--- config.mk ---
export PLATFORM = sky130hd
export DESIGN_NAME = if_fetch_queue_flat
export DESIGN_NICKNAME = d
export VERILOG_FILES = /design/src/rtl/if_fetch_queue_pkg.sv /design/src/rtl/if_fetch_queue_if.sv /design/src/rtl/if_fetch_queue_fetch_fifo.sv /design/src/rtl/if_fetch_queue.sv /design/src/flat_wrapper.sv
export SDC_FILE = /design/constraint.sdc
export NUM_CORES = 1
export LEC_CHECK = 0
export BUFFER_PORTS_ARGS = -buffer_cell sky130_fd_sc_hd__buf_2
export CORE_ASPECT_RATIO = 0.8
export CORE_MARGIN = 1
export CORE_UTILIZATION = 60
export CTS_CLUSTER_DIAMETER = 100
export DETAILED_ROUTE_END_ITERATION = 10
export GPL_TIMING_DRIVEN = 0
export PLACE_DENSITY = 0.79
export SLEW_MARGIN = 30
export SYNTH_ARGS = -nofsm -noshare
export SYNTH_HDL_FRONTEND = slang
export SYNTH_HIERARCHICAL = 1
export SYNTH_SLANG_ARGS = --single-unit
--- constraint.sdc ---
create_clock -name clk -period 9.52 [get_ports clk]
set_input_delay 0.952 -clock clk [delete_from_list [all_inputs] [get_ports clk]]
set_output_delay 0.952 -clock clk [all_outputs]
set_load 0.05 [all_outputs]
--- src/rtl/if_fetch_queue_pkg.sv ---
// Shared definitions for the instruction-fetch queue: decode bus layout, exception
// codes, reset PC and memory request constants.
package if_fetch_queue_pkg;

  localparam int FS_TO_DS_BUS_WD = 81;

  // Field offsets inside fs_to_ds_bus
  localparam int BUS_PC_LSB     = 0;
  localparam int BUS_INST_LSB   = 32;
  localparam int BUS_EXCP_BIT   = 64;
  localparam int BUS_NUM_LSB    = 65;

  localparam int ECODE_ADEF = 14;
  localparam logic [15:0] EXCP_NUM_ADEF = 16'h0001 << ECODE_ADEF;

  localparam logic [31:0] RESET_PC_DEFAULT = 32'h1c00_0000;
  localparam logic [1:0]  SIZE_WORD        = 2'b10;

  typedef struct packed {
    logic [15:0] excp_num;
    logic        excp;
    logic [31:0] inst;
    logic [31:0] pc;
  } fs_entry_t;

  typedef enum logic [1:0] {
    REDIR_NONE,
    REDIR_BR,
    REDIR_ERTN,
    REDIR_EXCP
  } redir_src_e;

  function automatic fs_entry_t make_entry(input logic [31:0] pc, input logic [31:0] inst,
                                           input logic excp, input logic [15:0] num);
    fs_entry_t e;
    e.excp_num = num;
    e.excp     = excp;
    e.inst     = inst;
    e.pc       = pc;
    return e;
  endfunction

endpackage

--- src/rtl/if_fetch_queue_if.sv ---
// Instruction-memory request/response bus between the fetch stage (master) and memory (slave).
interface if_fetch_queue_if;
  // A request is accepted on a cycle where req && addr_ok; req may only depend on
  // fetch-side state, never on addr_ok. Responses arrive in request order, one per
  // cycle with data_ok high, and are never back-pressured.
  logic        req;
  logic        wr;
  logic [1:0]  size;
  logic [31:0] addr;
  logic        addr_ok;
  logic        data_ok;
  logic [31:0] rdata;

  modport master (output req, wr, size, addr, input addr_ok, data_ok, rdata);
  modport slave  (input req, wr, size, addr, output addr_ok, data_ok, rdata);
endinterface

--- src/rtl/if_fetch_queue_fetch_fifo.sv ---
// Synchronous FIFO with clear; push while full is accepted only together with a pop.
module fetch_fifo #(
  parameter int WIDTH = 32,
  parameter int DEPTH = 4,
  localparam int AW = (DEPTH > 1) ? $clog2(DEPTH) : 1,
  localparam int CW = $clog2(DEPTH + 1)
) (
  input  logic             clk,
  input  logic             reset,
  input  logic             clear,
  input  logic             push,
  input  logic [WIDTH-1:0] push_data,
  input  logic             pop,
  output logic [WIDTH-1:0] pop_data,
  output logic [CW-1:0]    count,
  output logic             full,
  output logic             empty
);

  logic [WIDTH-1:0] mem [DEPTH];
  logic [AW-1:0]    wr_ptr;
  logic [AW-1:0]    rd_ptr;
  logic [CW-1:0]    count_r;
  logic             do_push;
  logic             do_pop;

  function automatic logic [AW-1:0] next_ptr(input logic [AW-1:0] p);
    return (p == AW'(DEPTH - 1)) ? '0 : p + 1'b1;
  endfunction

  assign empty    = (count_r == '0);
  assign full     = (count_r == CW'(DEPTH));
  assign count    = count_r;
  assign pop_data = mem[rd_ptr];
  assign do_pop   = pop && !empty;
  assign do_push  = push && (!full || do_pop);

  always_ff @(posedge clk) begin
    if (do_push) mem[wr_ptr] <= push_data;
  end

  always_ff @(posedge clk) begin
    if (reset || clear) begin
      wr_ptr  <= '0;
      rd_ptr  <= '0;
      count_r <= '0;
    end else begin
      if (do_push) wr_ptr <= next_ptr(wr_ptr);
      if (do_pop)  rd_ptr <= next_ptr(rd_ptr);
      case ({do_push, do_pop})
        2'b10:   count_r <= count_r + 1'b1;
        2'b01:   count_r <= count_r - 1'b1;
        default: count_r <= count_r;
      endcase
    end
  end

endmodule

--- src/rtl/if_fetch_queue.sv ---
// Instruction-fetch stage: sequential fetch with bounded outstanding requests, an
// instruction queue toward decode, redirect squashing. Option macro: IF_BYPASS_EN.
module if_fetch_queue
  import if_fetch_queue_pkg::*;
#(
  parameter logic [31:0] RESET_PC        = RESET_PC_DEFAULT,
  parameter int          QUEUE_DEPTH     = 4,
  parameter int          MAX_OUTSTANDING = 2
) (
  input  logic                       clk,
  input  logic                       reset,
  input  logic                       ds_allowin,
  output logic                       fs_to_ds_valid,
  output logic [FS_TO_DS_BUS_WD-1:0] fs_to_ds_bus,
  input  logic                       br_taken,
  input  logic [31:0]                br_target,
  input  logic                       excp_flush,
  input  logic                       ertn_flush,
  input  logic [31:0]                eentry,
  input  logic [31:0]                era,
  if_fetch_queue_if.master           inst_sram
);

  localparam int QCW = $clog2(QUEUE_DEPTH + 1);
  localparam int PCW = $clog2(MAX_OUTSTANDING + 1);
  localparam int SW  = QCW + 1;
  // Discarded responses can pile up across back-to-back redirects, so this counter
  // is wider than the live outstanding count.
  localparam int DW  = 8;

  logic [31:0]    fetch_pc;
  logic           halted;
  logic [DW-1:0]  discard;

  redir_src_e     redir_src;
  logic [31:0]    redir_target;
  logic           redirect;

  logic           req;
  logic           handshake;
  logic           live_resp;
  logic           bypass;
  logic           adef_fire;
  logic           credit_ok;
  logic [SW-1:0]  credit_used;

  logic [31:0]    resp_pc;
  logic [PCW-1:0] pc_count;
  logic           pc_full;
  logic           pc_empty;

  fs_entry_t      resp_entry;
  fs_entry_t      adef_entry;
  fs_entry_t      q_push_data;
  fs_entry_t      q_head;
  fs_entry_t      out_entry;
  logic           q_push;
  logic           q_pop;
  logic [QCW-1:0] q_count;
  logic           q_full;
  logic           q_empty;

  always_comb begin
    redir_src    = REDIR_NONE;
    redir_target = fetch_pc;
    if (excp_flush) begin
      redir_src    = REDIR_EXCP;
      redir_target = eentry;
    end else if (ertn_flush) begin
      redir_src    = REDIR_ERTN;
      redir_target = era;
    end else if (br_taken) begin
      redir_src    = REDIR_BR;
      redir_target = br_target;
    end
  end

  assign redirect = (redir_src != REDIR_NONE);

  // Live outstanding requests are exactly the PCs waiting in the PC FIFO; requests
  // squashed by a redirect move into the discard count instead.
  assign credit_used = SW'(q_count) + SW'(pc_count);
  assign credit_ok   = credit_used < SW'(QUEUE_DEPTH);

  assign req = !reset && !halted && !redirect && (fetch_pc[1:0] == 2'b00)
             && !pc_full && credit_ok;

  assign inst_sram.req  = req;
  assign inst_sram.wr   = 1'b0;
  assign inst_sram.size = SIZE_WORD;
  assign inst_sram.addr = fetch_pc;

  assign handshake = req && inst_sram.addr_ok;
  assign live_resp = inst_sram.data_ok && !redirect && (discard == '0);

  // Misaligned PC: report ADEF once all older fetches have resolved, then stall.
  assign adef_fire = !redirect && !halted && (fetch_pc[1:0] != 2'b00)
                   && pc_empty && (discard == '0) && !q_full;

  assign resp_entry = make_entry(resp_pc, inst_sram.rdata, 1'b0, 16'h0000);
  assign adef_entry = make_entry(fetch_pc, 32'h0000_0000, 1'b1, EXCP_NUM_ADEF);

`ifdef IF_BYPASS_EN
  assign bypass = live_resp && q_empty && ds_allowin;
`else
  assign bypass = 1'b0;
`endif

  assign q_push      = (live_resp && !bypass) || adef_fire;
  assign q_push_data = adef_fire ? adef_entry : resp_entry;
  assign out_entry   = bypass ? resp_entry : q_head;

  assign fs_to_ds_valid = !reset && ((!q_empty && !excp_flush && !ertn_flush) || bypass);
  assign fs_to_ds_bus   = out_entry;
  assign q_pop          = !q_empty && fs_to_ds_valid && ds_allowin;

  fetch_fifo #(.WIDTH(FS_TO_DS_BUS_WD), .DEPTH(QUEUE_DEPTH)) u_inst_queue (
    .clk       (clk),
    .reset     (reset),
    .clear     (redirect),
    .push      (q_push),
    .push_data (q_push_data),
    .pop       (q_pop),
    .pop_data  (q_head),
    .count     (q_count),
    .full      (q_full),
    .empty     (q_empty)
  );

  fetch_fifo #(.WIDTH(32), .DEPTH(MAX_OUTSTANDING)) u_pc_fifo (
    .clk       (clk),
    .reset     (reset),
    .clear     (redirect),
    .push      (handshake),
    .push_data (fetch_pc),
    .pop       (live_resp),
    .pop_data  (resp_pc),
    .count     (pc_count),
    .full      (pc_full),
    .empty     (pc_empty)
  );

  always_ff @(posedge clk) begin
    if (reset) begin
      fetch_pc <= RESET_PC;
      halted   <= 1'b0;
      discard  <= '0;
    end else if (redirect) begin
      fetch_pc <= redir_target;
      halted   <= 1'b0;
      discard  <= discard + DW'(pc_count) - DW'(inst_sram.data_ok);
    end else begin
      if (handshake) fetch_pc <= fetch_pc + 32'd4;
      if (adef_fire) halted <= 1'b1;
      if (inst_sram.data_ok && (discard != '0)) discard <= discard - 1'b1;
    end
  end

endmodule

--- src/flat_wrapper.sv ---
// flat-port wrapper written by rule: the top's interface ports become plain ports
module if_fetch_queue_flat import if_fetch_queue_pkg::*;
#(
  parameter logic [31:0] RESET_PC        = RESET_PC_DEFAULT,
  parameter int          QUEUE_DEPTH     = 4,
  parameter int          MAX_OUTSTANDING = 2
)
  (clk, reset, ds_allowin, fs_to_ds_valid, fs_to_ds_bus, br_taken, br_target, excp_flush, ertn_flush, eentry, era, inst_sram_req, inst_sram_wr, inst_sram_size, inst_sram_addr, inst_sram_addr_ok, inst_sram_data_ok, inst_sram_rdata);
  if_fetch_queue_if inst_sram_i ();
  input  logic clk;
  input  logic reset;
  input  logic ds_allowin;
  output logic fs_to_ds_valid;
  output logic [FS_TO_DS_BUS_WD-1:0] fs_to_ds_bus;
  input  logic br_taken;
  input  logic [31:0] br_target;
  input  logic excp_flush;
  input  logic ertn_flush;
  input  logic [31:0] eentry;
  input  logic [31:0] era;
  output wire logic [$bits(inst_sram_i.req)-1:0] inst_sram_req;
  output wire logic [$bits(inst_sram_i.wr)-1:0] inst_sram_wr;
  output wire logic [$bits(inst_sram_i.size)-1:0] inst_sram_size;
  output wire logic [$bits(inst_sram_i.addr)-1:0] inst_sram_addr;
  input wire logic [$bits(inst_sram_i.addr_ok)-1:0] inst_sram_addr_ok;
  input wire logic [$bits(inst_sram_i.data_ok)-1:0] inst_sram_data_ok;
  input wire logic [$bits(inst_sram_i.rdata)-1:0] inst_sram_rdata;
  assign inst_sram_req = inst_sram_i.req;
  assign inst_sram_wr = inst_sram_i.wr;
  assign inst_sram_size = inst_sram_i.size;
  assign inst_sram_addr = inst_sram_i.addr;
  assign inst_sram_i.addr_ok = inst_sram_addr_ok;
  assign inst_sram_i.data_ok = inst_sram_data_ok;
  assign inst_sram_i.rdata = inst_sram_rdata;
  if_fetch_queue #(.RESET_PC(RESET_PC), .QUEUE_DEPTH(QUEUE_DEPTH), .MAX_OUTSTANDING(MAX_OUTSTANDING)) u_core (.clk(clk), .reset(reset), .ds_allowin(ds_allowin), .fs_to_ds_valid(fs_to_ds_valid), .fs_to_ds_bus(fs_to_ds_bus), .br_taken(br_taken), .br_target(br_target), .excp_flush(excp_flush), .ertn_flush(ertn_flush), .eentry(eentry), .era(era), .inst_sram(inst_sram_i));
endmodule
==> results.yml <==
timing:
  rsz0062_at_grt: "no"
  min_period_ns: 4.82
  fin_crit_sh: 0.506
  fmax_ghz: 0.207
  fin_skew_ns: 0.0171
  hold_viol: 0
  setup_viol: 0
  maxSlewHeadroom: 0.489
  drv_slew: 0
  whs_ns: 0.476
  setup_tns_ns: 0
  setup_slack_ns: 4.70
  tightest_slew_ns: 0.767
worst_setup_path:
  crit_path_top_delay_cell: "and2_4"
  start_kind: "flop"
  arrival_ns: 5.03
  path_depth: 13
  critPathTopFamily: "simple AND/OR/NAND/NOR gates"
  crit_chain: "inv_1 > ha_1 > nand4_2 > or4b_1 > or3_1 > buf_6 > buf_6 > inv_1 > or2_2 > clkbuf_1 > nor2b_1 > and2_4 > buf_16"
  crit_path_max_incr_delay_ns: 0.65
  path_buf_inv: 6
  critical_path.endpoint_type: "flop"
  cp.required_ns: 9.73
  crit_type: "reg -> reg"
  path_max_fanout: 42
  r2r_cells: 13
routing:
  drt-pass1-iter-count: 5
  via_per_inst: 5.93
  vias: 11900
  routedWlPerCell_um: 22.2
  antenna_left: 0
  routed_wl_mm: 44.7
  post-route-drc-count: 0
  first_iter_violations: 1117
global_routing:
  grt_usage: 0.276
  grt_start_max_net_pins: 43
  antenna_found_initial: 0
  overflow: 0
  first_global_vias: 12000
  grt_pass1_wl_mm: 68.4
synth:
  synth-async-reset-ratio: 0
  netlist_area_sq_um: 19200
  synth_seq_cells: 443
  ys_types: 80
  syn_inst: 1200
  syn_area_per_cell_sq_um: 16.0
  ys_seq_area_frac: 0.664
  yosysWarnings: 6
  synthFlopType: "edfxtp_1"
  synth_edf_count: 388
die:
  start_util: 0.611
  coreArea_sq_um: 31400
  die-area_sq_um: 32700
  rows: 58
  die_h_um: 162
  ioPinCount: 254
  fp.dieW_um: 202
power_and_ir_drop:
  p_leak_nw: 8.30
  irDropWorstVdd_v: 0.000115
  power_mw: 4.34
  power_density_nw_per_um2: 190
layout:
  postLayoutCellArea_sq_um: 22900
  layout_commonest_cell: "edfxtp_1"
  drive_gt1_frac: 0.319
  syn2layout_area_growth_pct: 19.1
  n_antenna_cell: 0
  layout_common_cells: "edfxtp_1 (388), buf_2 (263), mux4_2 (81), conb_1 (63), nand2_1 (57)"
  fill_cells: 2001
  ff_latch_area_sq_um: 12800
  nets: 1724
  multiInputGateArea_sq_um: 6180
clocking:
  root_buffer: "clkbuf_16"
  cts_buffers: 43
  cts_tree: "yes"
  holdBufCountCts: 0
  ctsResizeCount: 0
  path_clk_slew_ns: 0.07
  clk_latency_ns: 0.54
  clock-sinks: 443
  cts-htree-levels: 2
  post_cts_buffers: 0
  cts_max_path_buffers: 3
job:
  maxCapViolations: 0
placed_design:
  dpl.hpwl_mm: 31.4
  placed_area_sq_um: 21400
  place_congestion: 0.950
  dp_slack_ns: 4.23
  port_buffers: 249
worst_hold_path:
  holdPathStages: 2
  min_path_type: "reg -> reg"
outcome:
  status: "complete, no violations"
-- flip-flops by register name, summed over array words and instances, names as in the netlist, named ones only --
register	flops
u_core/discard	8
u_core/halted	1
u_core/inst_sram.addr	32
u_core/u_inst_queue/count	3
u_core/u_inst_queue/mem	324
u_core/u_inst_queue/rd_ptr	2
u_core/u_inst_queue/wr_ptr	2
u_core/u_pc_fifo/count	2
u_core/u_pc_fifo/mem	64
u_core/u_pc_fifo/rd_ptr	1
u_core/u_pc_fifo/wr_ptr	1
-- power breakdown --
| part | switching [mW] | internal, mW | total (mW) |
|---|---|---|---|
| registers | 0.0372 | 2.14 | 2.18 |
| logic | 0.290 | 0.177 | 0.466 |
| clock network | 0.693 | 1.00 | 1.69 |
-- area by class of cell --
type | instances | share of cell area
Clock inverter | 21 | 0.00969
Timing Repair Buffer | 257 | 0.0638
Tap cell | 420 | 0.0230
Buffer | 71 | 0.0160
Inverter | 40 | 0.00657
Sequential cell | 443 | 0.558
Clock buffer | 56 | 0.0525
Multi-Input combinational cell | 707 | 0.270
-- metrics by stage --
stage	std cells	utilization
finish	2015	0.727
global route	2015	0.727
CTS	2015	0.727
detailed placement	1938	0.682
global placement	1930	0.674
floorplan	1261	-
-- worst register-to-register path, stage by stage (launching register included) --
cell and delay [ns]:
dfxtp_1 0.33, inv_1 0.11, ha_1 0.23, nand4_2 0.20
or4b_1 0.56, or3_1 0.42, buf_6 0.19, buf_6 0.16
inv_1 0.33, or2_2 0.19, clkbuf_1 0.31, nor2b_1 0.44
and2_4 0.65, buf_16 0.35
-- cell families (layout without fill, tap and decap cells) --
logic type,count (synthesis),after routing,share of synthesized area
DFF,443,443,0.664
and+or+nand+nor,281,281,0.0837
AOI/OAI and AO/OA,166,166,0.0570
muxes,154,154,0.142
buffers and inverters,111,445,0.0269
adders and majority gates,25,25,0.0171
xor gates and xnor gates,18,18,0.00821
other,2,63,0.000391
-- Yosys cell counts (4+ instances only) --
cell	instances	area [sq um]
o31ai_1	5	37.5
nand3b_1	9	67.6
dfxtp_1	55	1100
nand2_1	57	214
nor2b_1	11	68.8
nand3_1	18	90.1
xor2_1	8	70.1
mux2_4	26	390
or2_2	6	37.5
xnor2_1	10	87.6
a21oi_1	51	255
and4_1	4	35.0
and3b_1	14	123
buf_2	14	70.1
mux4_2	81	1820
o21a_1	4	30.0
nand2b_1	4	25.0
mux2_2	34	383
clkbuf_1	42	158
nor2_1	39	146
a31oi_1	4	25.0
a221oi_1	7	61.3
nor4_1	12	75.1
nor3b_1	4	30.0
edfxtp_1	388	11700
inv_1	39	146
o21ai_0	32	160
mux2i_1	11	110
and3_1	8	50.1
nor3_1	20	100
nand4_1	18	113
a211oi_1	26	195
buf_6	5	56.3
ha_1	23	288
and2_1	40	250
buf_1	4	15.0
-- worst paths after layout --
| kind | end | slack (ns) | startpoint |
|---|---|---|---|
| worst max-delay path | u_core/u_inst_queue/mem[3][66] | 4.70 | u_core/discard[2] |
| worst max register to register | u_core/u_inst_queue/mem[3][66] | 4.70 | u_core/discard[2] |
| worst min register to register | u_core/halted | 0.48 | u_core/halted |
| worst min-delay path | u_core/halted | 0.48 | u_core/halted |
-- routing by layer --
| layer | track usage | vias to the layer above | part of all wire |
|---|---|---|---|
| li1 | - | 5395 | - |
| met1 | 0.379 | 5872 | 0.41 |
| met2 | 0.456 | 588 | 0.48 |
| met4 | 0.0916 | 0 | 0.029 |
| met5 | 0 | - | 0 |
| met3 | 0.0451 | 86 | 0.076 |
No activity file was read; power rests on OpenSTA's default activity.
